`src/rtl/physics_frame_sequencer.sv`:
```
// Frame controller for the soft-body particle array: periodic step strobe,
// per-step button capture, post-settle matrix capture and display handoff.
module physics_frame_sequencer #(
  parameter int WAIT_CYCLES   = 10000,
  parameter int SETTLE_CYCLES = 4,
  parameter int CNT_W         = $clog2(WAIT_CYCLES+1)+1
) (
  input  logic         clk,
  input  logic         reset_n,
  input  logic         enable,
  input  logic         btn_left_in,
  input  logic         btn_right_in,
  input  logic         btn_up_in,
  input  logic         btn_down_in,
  input  logic [255:0] next_matrix,
  output logic         step,
  output logic         btn_left,
  output logic         btn_right,
  output logic         btn_up,
  output logic         btn_down,
  output logic [255:0] frame,
  output logic         frame_valid,
  input  logic         frame_ready,
  output logic [15:0]  frame_count,
  output logic [7:0]   drop_count,
  output logic         busy
);

  localparam int SET_W = $clog2(SETTLE_CYCLES+1)+1;

  localparam logic [CNT_W-1:0] PERIOD_LAST = CNT_W'(WAIT_CYCLES-1);
  localparam logic [CNT_W-1:0] CNT_ONE     = CNT_W'(1);
  localparam logic [SET_W-1:0] SETTLE_LAST = SET_W'(SETTLE_CYCLES-1);
  localparam logic [SET_W-1:0] SET_ONE     = SET_W'(1);

  localparam logic [2:0] S_WAIT    = 3'd0;
  localparam logic [2:0] S_STEP    = 3'd1;
  localparam logic [2:0] S_SETTLE  = 3'd2;
  localparam logic [2:0] S_CAPTURE = 3'd3;
  localparam logic [2:0] S_OFFER   = 3'd4;

  logic [2:0]       state;
  logic [2:0]       state_nxt;
  logic [CNT_W-1:0] period_cnt;
  logic [SET_W-1:0] settle_cnt;

  logic [3:0] btn_raw;
  logic [3:0] btn_sync_p0;
  logic [3:0] btn_sync_p1;
  logic [3:0] btn_latch;
  logic [3:0] btn_hold;

  logic counting;
  logic expiry;
  logic load_btn;
  logic accept;

  function automatic logic [7:0] sat_inc8(input logic [7:0] v);
    return (v == 8'hFF) ? v : v + 8'd1;
  endfunction

  // The period keeps running through an in-flight frame even when disabled,
  // so a sequence started before enable fell always completes on schedule.
  assign counting = enable || (state != S_WAIT);
  assign expiry   = counting && (period_cnt == PERIOD_LAST);
  assign load_btn = (state == S_WAIT) && expiry;
  assign accept   = frame_valid && frame_ready;

  assign btn_raw  = {btn_down_in, btn_up_in, btn_right_in, btn_left_in};

  assign step      = (state == S_STEP);
  assign busy      = (state == S_STEP) || (state == S_SETTLE) || (state == S_CAPTURE);
  assign btn_left  = btn_hold[0];
  assign btn_right = btn_hold[1];
  assign btn_up    = btn_hold[2];
  assign btn_down  = btn_hold[3];

  always_comb begin
    state_nxt = state;
    case (state)
      S_WAIT:    if (expiry) state_nxt = S_STEP;
      S_STEP:    state_nxt = S_SETTLE;
      S_SETTLE:  if (settle_cnt == SETTLE_LAST) state_nxt = S_CAPTURE;
      S_CAPTURE: state_nxt = S_OFFER;
      S_OFFER:   if (accept) state_nxt = S_WAIT;
      default:   state_nxt = S_WAIT;
    endcase
  end

  always_ff @(posedge clk or negedge reset_n) begin
    if (!reset_n) begin
      state      <= S_WAIT;
      period_cnt <= '0;
      settle_cnt <= '0;
    end else begin
      state <= state_nxt;
      if (counting) period_cnt <= expiry ? '0 : period_cnt + CNT_ONE;
      if (state == S_STEP)        settle_cnt <= '0;
      else if (state == S_SETTLE) settle_cnt <= settle_cnt + SET_ONE;
    end
  end

  // Button synchronizer stages p0/p1; the hold register switches on the edge
  // into STEP so the particles see the new command during the strobe itself.
  always_ff @(posedge clk or negedge reset_n) begin
    if (!reset_n) begin
      btn_sync_p0 <= '0;
      btn_sync_p1 <= '0;
      btn_latch   <= '0;
      btn_hold    <= '0;
    end else begin
      btn_sync_p0 <= btn_raw;
      btn_sync_p1 <= btn_sync_p0;
      if (load_btn) begin
        btn_hold  <= btn_latch | btn_sync_p1;
        btn_latch <= '0;
      end else begin
        btn_latch <= btn_latch | btn_sync_p1;
      end
    end
  end

  // Frame buffer and handshake; an expiry while still offering is a lost period.
  always_ff @(posedge clk or negedge reset_n) begin
    if (!reset_n) begin
      frame       <= '0;
      frame_valid <= 1'b0;
      frame_count <= '0;
      drop_count  <= '0;
    end else begin
      if (state == S_CAPTURE) begin
        frame       <= next_matrix;
        frame_count <= frame_count + 16'd1;
        frame_valid <= 1'b1;
      end else if ((state == S_OFFER) && accept) begin
        frame_valid <= 1'b0;
      end
      if ((state == S_OFFER) && expiry && !accept) drop_count <= sat_inc8(drop_count);
    end
  end

endmodule

```
`config.mk`:
```
export PLATFORM = sky130hd
export DESIGN_NAME = physics_frame_sequencer
export DESIGN_NICKNAME = d
export VERILOG_FILES = /design/src/rtl/physics_frame_sequencer.sv
export SDC_FILE = /design/constraint.sdc
export NUM_CORES = 1
export LEC_CHECK = 0
export BUFFER_PORTS_ARGS = -buffer_cell sky130_fd_sc_hd__buf_2
export CAP_MARGIN = 25
export CORE_AREA = 2 2 216 218
export DETAILED_ROUTE_END_ITERATION = 10
export DIE_AREA = 0 0 218 220
export PLACE_DENSITY_LB_ADDON = 0.05
export SYNTH_ARGS = -nofsm -noshare
export SYNTH_HDL_FRONTEND = slang
export SYNTH_SLANG_ARGS = --single-unit
```
`constraint.sdc`:
```
create_clock -name clk -period 2.26 [get_ports clk]
set_input_delay 0.452 -clock clk [delete_from_list [all_inputs] [get_ports clk]]
set_output_delay 0.452 -clock clk [all_outputs]
set_load 0.005 [all_outputs]
```
==> results of run 1 <==
[metrics by stage]
step	total power [mW]	util (%)	hold WS, ns
global route	13.0	37.9	0.0688
global placement	6.45	35.0	0.335
detailed placement	6.44	35.0	0.338
CTS	12.7	37.8	0.0504
floorplan	6.02	-	0.156
finish	12.5	37.9	0.0952
[how the worst max path moves through the flow]
stage / startpoint / end / slack [ns] / cells after the start
global route: state[2] / step / 0.03 / 3
CTS: state[2] / step / 0.07 / 3
finish: state[2] / step / 0.16 / 3
floorplan: state[0] / drop_count[1] / 0.66 / 5
detailed placement: state[2] / frame[52] / 0.44 / 5
global placement: state[2] / frame[52] / 0.45 / 5
[placed cells by master, fill, tap and decap left out, types with 2 or more instances in the layout]
cell type / n
nand2_1: 791
buf_2: 549
dfrtp_1: 319
clkbuf_16: 41
nor2_1: 27
buf_4: 25
xnor2_1: 20
nand3_1: 19
xor2_1: 13
o21ai_0: 13
buf_12: 13
clkbuf_1: 9
clkbuf_8: 9
nand4_1: 6
nor4_1: 6
nor3_1: 6
a21oi_1: 6
dlygate4sd3_1: 5
inv_1: 4
o31ai_1: 4
ha_1: 4
clkinv_2: 4
diode_2: 3
and3_1: 3
nand3b_1: 2
nor4_2: 2
nor4_4: 2
mux2i_1: 2
[final cells by class]
cell class / instances / share of cell area, %
Antenna cell: 3 / 0.0432
Clock buffer: 59 / 6.82
Clock inverter: 6 / 0.331
Inverter: 4 / 0.0865
Multi-Input combinational cell: 948 / 23.6
Sequential cell: 319 / 46.0
Tap cell: 607 / 4.37
Timing Repair Buffer: 593 / 18.8
[what timing repair did]
action,4_1_cts,5_1_grt
hold buffers,5,0
endpoints found under the hold margin,44,0
setup endpoints to repair,0,0
[kinds of logic after synthesis]
| group | after synthesis | share of synthesized area, % |
|---|---|---|
| AO/OA/AOI/OAI | 29 | 1.53 |
| XOR/XNOR | 33 | 2.33 |
| adder cells (fa/ha/maj) | 4 | 0.403 |
| buffers and inverters | 69 | 2.69 |
| flip-flops | 319 | 64.3 |
| multiplexers | 3 | 0.252 |
| AND/OR/NAND/NOR | 879 | 28.4 |
[flip-flops by register name, summed over array words and instances, names as in the netlist]
name         flops
frame          256
drop_count       8
btn_latch        4
btn_hold         4
state            3
settle_cnt       4
frame_valid      1
period_cnt      15
btn_sync_p0      4
frame_count     16
btn_sync_p1      4
[routing by layer]
layer  wire, um  up-vias
met4       1120       26
met1      17100     5001
met3       4370       99
met2      21000      363
li1           -     5265
met5        170        -
[worst reg2reg max path: cells and delay by family, from the launching register on]
kind          cells  cell delay, ns
simple gates      3            0.87
xor+xnor          1            0.16
buf+inv           1            0.26
flops             1            0.45
[power groups by stage]
stage / logic, mW / registers, mW / clock network (mW)
after floorplan: 0.0927 / 5.93 / 0
after global placement: 0.500 / 5.94 / 0
after detailed placement: 0.499 / 5.94 / 0
after CTS: 0.509 / 5.84 / 6.37
after global routing: 0.558 / 5.85 / 6.63
final: 0.491 / 5.85 / 6.13
==> impl_results.md, run 1 <==
- Run status: finished clean
- Layout filler cell count: 4809
- Cells on worst reg2reg path: 5
- Crit path buffers/inverters: 2
- Worst-Margin Slew: 0.539 ns
- Vias in the first global route: 10700
- DP Area: 16100 um2
- Area Growth Syn to Fin: 39.9%
- Sw Ratio: 22.1%
- Fraction of layout cells with a size suffix above 1: 34.1%
- Static Leak: 8.38 nW
- Crit path DAT: 1.65 ns
- Setup CP Type: flip-flop to output port
- Detail Placement HPWL: 32100 um
- Post-Syn Area: 12400 um2
- P_int: 9.72 mW
- Sequential Power Share: 46.9%
- Row cnt: 79
- Clk buf depth: 3
- Sum Neg Setup Slack: 0 ns
- Worst R2R Setup Slack: 0.46 ns
- TritonCTS Sinks: 319
- Worst slack at placement: 0.435 ns
- CP Data Required Time: 1.81 ns
- CP Launch Type: flip-flop
- Post-CTS Resized: 0
- Port Buffers: 550
- Fin nets: 2174
- Post-Layout Cell Count: 2539
- Busiest layer in global routing: met2
- GR Util met3: 7.98%
- Worst path top cell family by delay: flip-flops
- Area occupied by multi-input gates: 4100 um2
- Share of flip-flops with an asynchronous set or reset: 100%
- Hold path start: next_matrix[233]
- Post-route clock period utilization: 93.1%
- Largest net degree at the start of global routing: 87
- Syn Nets: 1604
- Setup crit end kind: output port
- Gr ovfl total: 0
- Vias per cell: 4.24
- CTS tree: done
- CP Max Fanout: 11
- Top FF cell, synth: dfrtp_1
- Wirelength per Cell: 17.2 um
- Post-synth EDFFs: 0
- Total GRT Usage: 17.7%
- Worst Skew: 0.0165 ns
- Root Driver: clkbuf_16
- Final antenna-violating net count: 0
- Synth area leader: dfrtp_1
- Clk slew on worst S/H paths: 0.06 ns
- Top-count cell post-synth: nand2_1
- Syn. warnings: 0
- H-tree depth: 2
- Synth top cells by count: 791 x nand2_1, 319 x dfrtp_1, 48 x buf_2, 27 x nor2_1, 20 x xnor2_1
- Met2 GRT Util: 29.0%
- Starting density of the core: 27.1%
- Hold depth: 3
- Seq/Total Area, Yosys: 64.3%
- Net Switching: 2.75 mW
- PwrDens: 718 nW/um2
- Hold crit path type: primary input to flip-flop
- Final Critical Period: 2.10 ns
- Worst path max stage delay: 0.54 ns
- RSZ-0062 raised after global routing: no
- DRT Pass-1 Iters: 5
- Routed via count: 10800
- Clock share of power: 49.2%
- First-pass GRT wire length: 64700 um
- Die width: 218 um
- Post-route cell area: 17400 um2
- Worst Hold End: frame[233]
- CP max-delay cell: dfrtp_1
- Logic pwr share: 3.9%
- Worst slew margin: 64.1%
- Final hold vios: 0
- Synth top area cells: dfrtp_1 64%, nand2_1 24%, buf_2 1.9%
- Initial antenna violation count: 17
- CTS Buf Count: 40
- Fmax: 0.475 GHz
- VDD IR max: 0.000397 V
- Core area: 45900 um2
- Crit-path cells: buf_4, nor3b_1, buf_2
- Synth unique cells: 45
- Area share of the largest cell type after synthesis: 64.3%
- Detailed Route Iter0 Violations: 566
- Syn Inst Count: 1336
- Residual DRC: 0
- Number of setup violations in the final report: 0
- Num ports: 551
- Setup WS post-layout: 0.155 ns
- FF+latch area: 7980 um2
- R2R Path Start: period_cnt[4]
- DP Cell Count: 2466
- R2r endpoint: drop_count[6]
- Met1 Use GR: 20.7%
- Syn_area_per_cell: 9.29 um2
- Maxcap violations: 0
- Setup Buffers After CTS: 0
- Synthesis-stage register bit count: 319
- Final wirelength: 43800 um
- Die span in y: 220 um
- Slew Limit Fails: 0
- GP Congestion: 0.772
- Worst-Skew Late Latency: 0.55 ns
- Die area: 48000 um2
No activity file was read; power rests on OpenSTA's default activity.
==> inputs of run 2 (changes only) <==
- ABC_AREA: unset -> 1
- CORE_AREA: 2 2 216 218 -> 2 2 212 214
- DIE_AREA: 0 0 218 220 -> 0 0 214 216
==> impl_results.md, run 2 <==
- Gr ovfl total: 0 (unchanged)
- CP max-delay cell: dfrtp_1
- Syn. warnings: 0 (unchanged)
- Routed via count: 11100 (+3.0%)
- Layout filler cell count: 4589 (-4.6%)
- Clk slew on worst S/H paths: 0.06 ns (about the same)
- Worst path max stage delay: 0.46 ns (-0.08 ns)
- Area share of the largest cell type after synthesis: 63.0% (-1.4 points)
- Total GRT Usage: 18.9% (+1.2 points)
- Detailed Route Iter0 Violations: 619 (+9.4%)
- Worst slack at placement: 0.436 ns (+0.000313 ns)
- Detail Placement HPWL: 32600 um (+1.5%)
- Die area: 46200 um2 (-3.6%)
- VDD IR max: 0.000598 V (+51%)
- Port Buffers: 550 (unchanged)
- Residual DRC: 0 (unchanged)
- Final antenna-violating net count: 0 (unchanged)
- TritonCTS Sinks: 319 (unchanged)
- Crit path DAT: 1.50 ns (-0.15 ns)
- CP Max Fanout: 6 (-5)
- Run status: finished clean
- Synth top cells by count: 862 x nand2_1, 319 x dfrtp_1, 46 x inv_1, 40 x nor2_1, 33 x buf_2
- Register with the most flip-flops: frame
- Fmax: 0.513 GHz (+8.0%)
- Most frequent cells in the layout: 862 x nand2_1, 549 x buf_2, 319 x dfrtp_1
- Synth top area cells: dfrtp_1 63%, nand2_1 26%, inv_1 1.4%
- Seq/Total Area, Yosys: 63.0% (-1.4 points)
- Crit-path cells: nor3_1, buf_2
- Post-route clock period utilization: 86.3% (-6.9 points)
- DRT Pass-1 Iters: 8 (+3)
- Setup CP Type: flip-flop to output port
- Initial antenna violation count: 13 (-4)
- GP Congestion: 0.892 (+15%)
- Top-count cell post-synth: nand2_1
- Slew Limit Fails: 0 (unchanged)
- CP Data Required Time: 1.81 ns (about the same)
- PwrDens: 1360 nW/um2 (+89%)
- Post-Syn Area: 12700 um2 (+2.1%)
- Setup WS post-layout: 0.311 ns (+0.155 ns)
- H-tree depth: 2 (unchanged)
- Worst-Skew Late Latency: 0.54 ns (about the same)
- Static Leak: 9.84 nW (+17%)
- Share of flip-flops with an asynchronous set or reset: 100% (unchanged)
- Clk buf depth: 3 (unchanged)
- Commonest non-fill, non-tap cell in the layout: nand2_1
- Worst Skew: 0.0141 ns (-0.00241 ns)
- Cells on worst reg2reg path: 6 (+1)
- RSZ-0062 raised after global routing: no
- Worst path top cell family by delay: flip-flops
- Worst slew margin: 68.6% (+4.5 points)
- Largest net degree at the start of global routing: 80 (-8.0%)
- Syn_area_per_cell: 8.79 um2 (-5.4%)
- Num ports: 551 (unchanged)
- Fin nets: 2270 (+4.4%)
- Synth unique cells: 28 (-38%)
- Setup crit end kind: output port
- Core area: 43800 um2 (-4.4%)
- Die width: 214 um (-1.8%)
- Hold crit path type: primary input to flip-flop
- Die span in y: 216 um (-1.8%)
- Final Critical Period: 1.95 ns (-0.155 ns)
- Vias per cell: 4.22 (-0.32%)
- First-pass GRT wire length: 67500 um (+4.2%)
- Worst path depth: 2 (-1)
- Final hold vios: 0 (unchanged)
- Post-synth EDFFs: 0 (unchanged)
- Hold depth: 3 (unchanged)
- Final wirelength: 44200 um (+1.0%)
- Max reg flops: 256 (unchanged)
- Worst-Margin Slew: 0.471 ns (-0.0679 ns)
- Top FF cell, synth: dfrtp_1
- CP Launch Type: flip-flop
- Crit path buffers/inverters: 1 (-1)
- Syn Inst Count: 1442 (+7.9%)
- Synth area leader: dfrtp_1
- CTS tree: done
- Area Growth Syn to Fin: 37.4%
- Wirelength per Cell: 16.9 um (-2.2%)
- Root Driver: clkbuf_16
- Number of setup violations in the final report: 0 (unchanged)
- Vias in the first global route: 11200 (+5.3%)
- CTS Buf Count: 39 (-2.5%)
- Maxcap violations: 0 (unchanged)
- Top flop regs: frame x256, frame_count x16, period_cnt x15
- Sum Neg Setup Slack: 0 ns (unchanged)
- Row cnt: 77 (-2.5%)
- Fraction of layout cells with a size suffix above 1: 32.5% (-1.6 points)
- Synthesis-stage register bit count: 319 (unchanged)
- Syn Nets: 1710 (+6.6%)
- Starting density of the core: 28.9% (+1.9 points)
## run 2: cell count changes in the layout (fill, tap and decap cells not counted), moves of 6 or more
cell / before / now
nand2_1: 791 / 862
clkbuf_1: 9 / 2
inv_1: 4 / 46
nor2_2: 0 / 7
clkinv_2: 4 / 10
xnor2_1: 20 / 5
nor3_1: 6 / 14
nor4_1: 6 / 0
buf_4: 25 / 13
nor2_1: 27 / 40
## run 2: final cells by class
type | count | area (um2) | share of cell area, %
Antenna cell | 7 | 17.5 | 0.101
Clock buffer | 52 | 1160 | 6.64
Clock inverter | 12 | 91.3 | 0.524
Inverter | 51 | 199 | 1.14
Multi-Input combinational cell | 1014 | 4140 | 23.8
Sequential cell | 319 | 7980 | 45.8
Tap cell | 592 | 741 | 4.25
Timing Repair Buffer | 577 | 3090 | 17.7
## run 2: cells by family after synthesis
kind of cell             after synthesis  synth area share (%)
AO/OA/AOI/OAI                         21                 0.968
XOR/XNOR                              22                  1.52
adder cells (fa/ha/maj)                4                 0.395
buffers and inverters                109                  4.40
flip-flops                           319                  63.0
AND/OR/NAND/NOR                      967                  29.7
## run 2: tightest hold or removal path, cell delays in order
cell     delay, ns
buf_2         0.07
nand2_1       0.04
nand2_1       0.04
## run 2: what timing repair did
action,in CTS,in global routing
resized for setup,0,0
endpoints found under the hold margin,34,0
setup buffers,0,0
hold buffers,5,0
## run 2: path summary, 6_finish.rpt
path                                  start        endpoint  slack [ns]
min in group asynchronous           reset_n       frame[97]        0.40
max in group asynchronous           reset_n      frame[162]        1.09
setup reg to reg                   state[2]       frame[72]        0.42
hold / removal             next_matrix[189]      frame[189]        0.09
setup / recovery                   state[1]            step        0.31
hold reg to reg              btn_sync_p0[0]  btn_sync_p1[0]        0.35
## run 2: through the flow
| stage | area [um2] | hold slack, ns | utilization (%) | power, mW | std cells |
|---|---|---|---|---|---|
| 2_1_floorplan | 12700 | 0.156 | - | 13.5 | 1442 |
| 3_3_place_gp | 16100 | 0.335 | 36.7 | 17.7 | 2548 |
| 3_5_place_dp | 16100 | 0.335 | 36.7 | 17.8 | 2548 |
| 4_1_cts | 17400 | 0.0524 | 39.7 | 24.1 | 2617 |
| 5_1_grt | 17400 | 0.0729 | 39.7 | 25.5 | 2623 |
| 6_report | 17400 | 0.0949 | 39.7 | 23.6 | 2624 |
## run 2: per-layer routing
layer | GRT usage [%] | wire length (um) | vias to the layer above
li1 | - | - | 5490
met1 | 22.3 | 17800 | 5116
met2 | 31.6 | 21500 | 389
met3 | 7.15 | 3740 | 69
met4 | 6.29 | 1120 | 14
met5 | 0 | 84 | -
## run 2: power breakdown
part	switching (mW)	internal [mW]	leakage, nW	total [mW]
Combinational	4.54	3.31	5.30	7.85
Sequential	1.43	8.21	3.90	9.65
Clock	2.45	3.68	0.632	6.14
==> inputs of run 3 (changes only) <==
- CTS_BUF_LIST: unset -> sky130_fd_sc_hd__clkbuf_4 sky130_fd_sc_hd__clkbuf_8 sky130_fd_sc_hd__clkbuf_16
==> impl_results.md, run 3 (synthesized netlist as in run 2, its figures left out) <==
- Total GRT Usage: 18.9% (about the same)
- P_int: 15.2 mW (+0.16%)
- Final wirelength: 44200 um (about the same)
- Hold crit path type: primary input to flip-flop
- Wirelength per Cell: 16.8 um (about the same)
- Logic pwr share: 33.2% (about the same)
- Post-route clock period utilization: 86.3% (about the same)
- Routed via count: 11000 (-0.34%)
- Setup WS post-layout: 0.309 ns (-0.00163 ns)
- Initial antenna violation count: 13 (unchanged)
- Area Growth Syn to Fin: 37.5% (about the same)
- Residual DRC: 0 (unchanged)
- Worst Setup EP: step
- Largest net degree at the start of global routing: 80 (unchanged)
- Run status: finished clean
- Die span in y: 216 um (unchanged)
- Critical path startpoint: state[1]
- Setup Buffers After CTS: 0 (unchanged)
- Final antenna-violating net count: 0 (unchanged)
- Slew Limit Fails: 0 (unchanged)
- Fraction of layout cells with a size suffix above 1: 32.6% (+0.099 points)
- Clk slew on worst S/H paths: 0.06 ns (about the same)
- Most frequent cells in the layout: 862 x nand2_1, 549 x buf_2, 319 x dfrtp_1
- Top flop regs: frame x256, frame_count x16, period_cnt x15
- Worst slew margin: 70.5% (+1.8 points)
- Gr ovfl total: 0 (unchanged)
- R2R Path Start: state[2]
- Hold Buf Count CTS: 5 (unchanged)
- DRT Pass-1 Iters: 6 (-2)
- R2r endpoint: frame[72]
- CP Launch Type: flip-flop
- Net Switching: 8.43 mW (about the same)
- Sum Neg Setup Slack: 0 ns (unchanged)
- CP Max Fanout: 6 (unchanged)
- CTS tree: done
- Hold depth: 3 (unchanged)
- Port Buffers: 550 (unchanged)
- Starting density of the core: 28.9% (unchanged)
- Setup CP Type: flip-flop to output port
- Post-CTS Resized: 0 (unchanged)
- Sequential Power Share: 40.8% (about the same)
- Setup crit end kind: output port
- Die area: 46200 um2 (unchanged)
- Worst Skew: 0.0147 ns (+0.000614 ns)
- Worst R2R Setup Slack: 0.45 ns (+0.03 ns)
- Max reg flops: 256 (unchanged)
- Commonest non-fill, non-tap cell in the layout: nand2_1
- Die width: 214 um (unchanged)
- Vias in the first global route: 11200 (-0.062%)
- TritonCTS Sinks: 319 (unchanged)
- Vias per cell: 4.21 (-0.34%)
- First-pass GRT wire length: 67500 um (unchanged)
- Detail Placement HPWL: 32600 um (unchanged)
- Fmax: 0.513 GHz (about the same)
- DP Area: 16100 um2 (unchanged)
- Post-route cell area: 17400 um2 (about the same)
- Cells on worst reg2reg path: 6 (unchanged)
- Clk buf depth: 3 (unchanged)
- VDD IR max: 0.000596 V (-0.31%)
- GP Congestion: 0.892 (unchanged)
- DP Cell Count: 2548 (unchanged)
- Maxcap violations: 0 (unchanged)
- Detailed Route Iter0 Violations: 555 (-10%)
- Worst-Skew Late Latency: 0.54 ns (about the same)
- Worst-Margin Slew: 0.443 ns (-0.0275 ns)
- Clock share of power: 26.1% (about the same)
- Sw Ratio: 35.6% (-0.042 points)
- Post-Layout Cell Count: 2624 (unchanged)
- Worst slack at placement: 0.436 ns (unchanged)
- Number of setup violations in the final report: 0 (unchanged)
- Final hold vios: 0 (unchanged)
- RSZ-0062 raised after global routing: no
- CP Data Required Time: 1.81 ns (about the same)
- CTS Buf Count: 39 (unchanged)
- Final Critical Period: 1.95 ns (+0.00163 ns)
- Static Leak: 9.84 nW (about the same)
- H-tree depth: 2 (unchanged)
- Register with the most flip-flops: frame
- Num ports: 551 (unchanged)
- Crit path DAT: 1.50 ns (about the same)
- Fin nets: 2270 (unchanged)
- Root Driver: clkbuf_16
- Core area: 43800 um2 (unchanged)
- Row cnt: 77 (unchanged)
- PwrDens: 1360 nW/um2 (about the same)
==> run 3: worst min-delay path by stage <==
stage | from | to | slack (ns)
5_1_grt | next_matrix[57] | frame[57] | 0.07
3_3_place_gp | btn_sync_p0[0] | btn_sync_p1[0] | 0.34
6_report | next_matrix[189] | frame[189] | 0.1
2_1_floorplan | reset_n | btn_hold[0] | 0.16
4_1_cts | next_matrix[227] | frame[227] | 0.05
3_5_place_dp | btn_sync_p0[2] | btn_sync_p1[2] | 0.33
==> run 3: power by group through the flow <==
stage | sequential (mW) | combinational [mW] | clock (mW)
3_5_place_dp | 9.64 | 8.12 | 0
4_1_cts | 9.65 | 8.09 | 6.41
5_1_grt | 9.98 | 8.94 | 6.64
6_report | 9.65 | 7.85 | 6.16
3_3_place_gp | 9.63 | 8.06 | 0
2_1_floorplan | 9.81 | 3.67 | 0
==> run 3: layer usage <==
layer | global-route usage (%) | wire length [um] | vias up | part of all wire [%]
li1 | - | - | 5489 | -
met1 | 22.3 | 17800 | 5085 | 40
met2 | 31.6 | 21500 | 383 | 49
met3 | 7.15 | 3730 | 69 | 8.4
met4 | 6.29 | 1120 | 14 | 2.5
met5 | 0 | 84 | - | 0.19
==> run 3: area by class of cell <==
type                    instances  area (um2)
fillers                      4589       26400
inverters                      51         199
multi-input cells            1014        4140
flip-flops and latches        319        7980
repair buffers                577        3090
well taps                     592         741
clock buffers                  52        1160
clock inverters                12        91.3
diodes                          7        17.5
==> run 3: worst max-delay path: stages, from the launching register on <==
cell	delay, ns
dfrtp_1	0.46
nor3_1	0.29
buf_2	0.21
==> run 3: stage by stage <==
stage	hold slack (ns)	total power [mW]	utilization (%)
after global placement	0.335	17.7	36.7
after detailed placement	0.335	17.8	36.7
after CTS	0.0524	24.2	39.7
final	0.0951	23.7	39.8
after global routing	0.0729	25.6	39.7
after floorplan	0.156	13.5	-
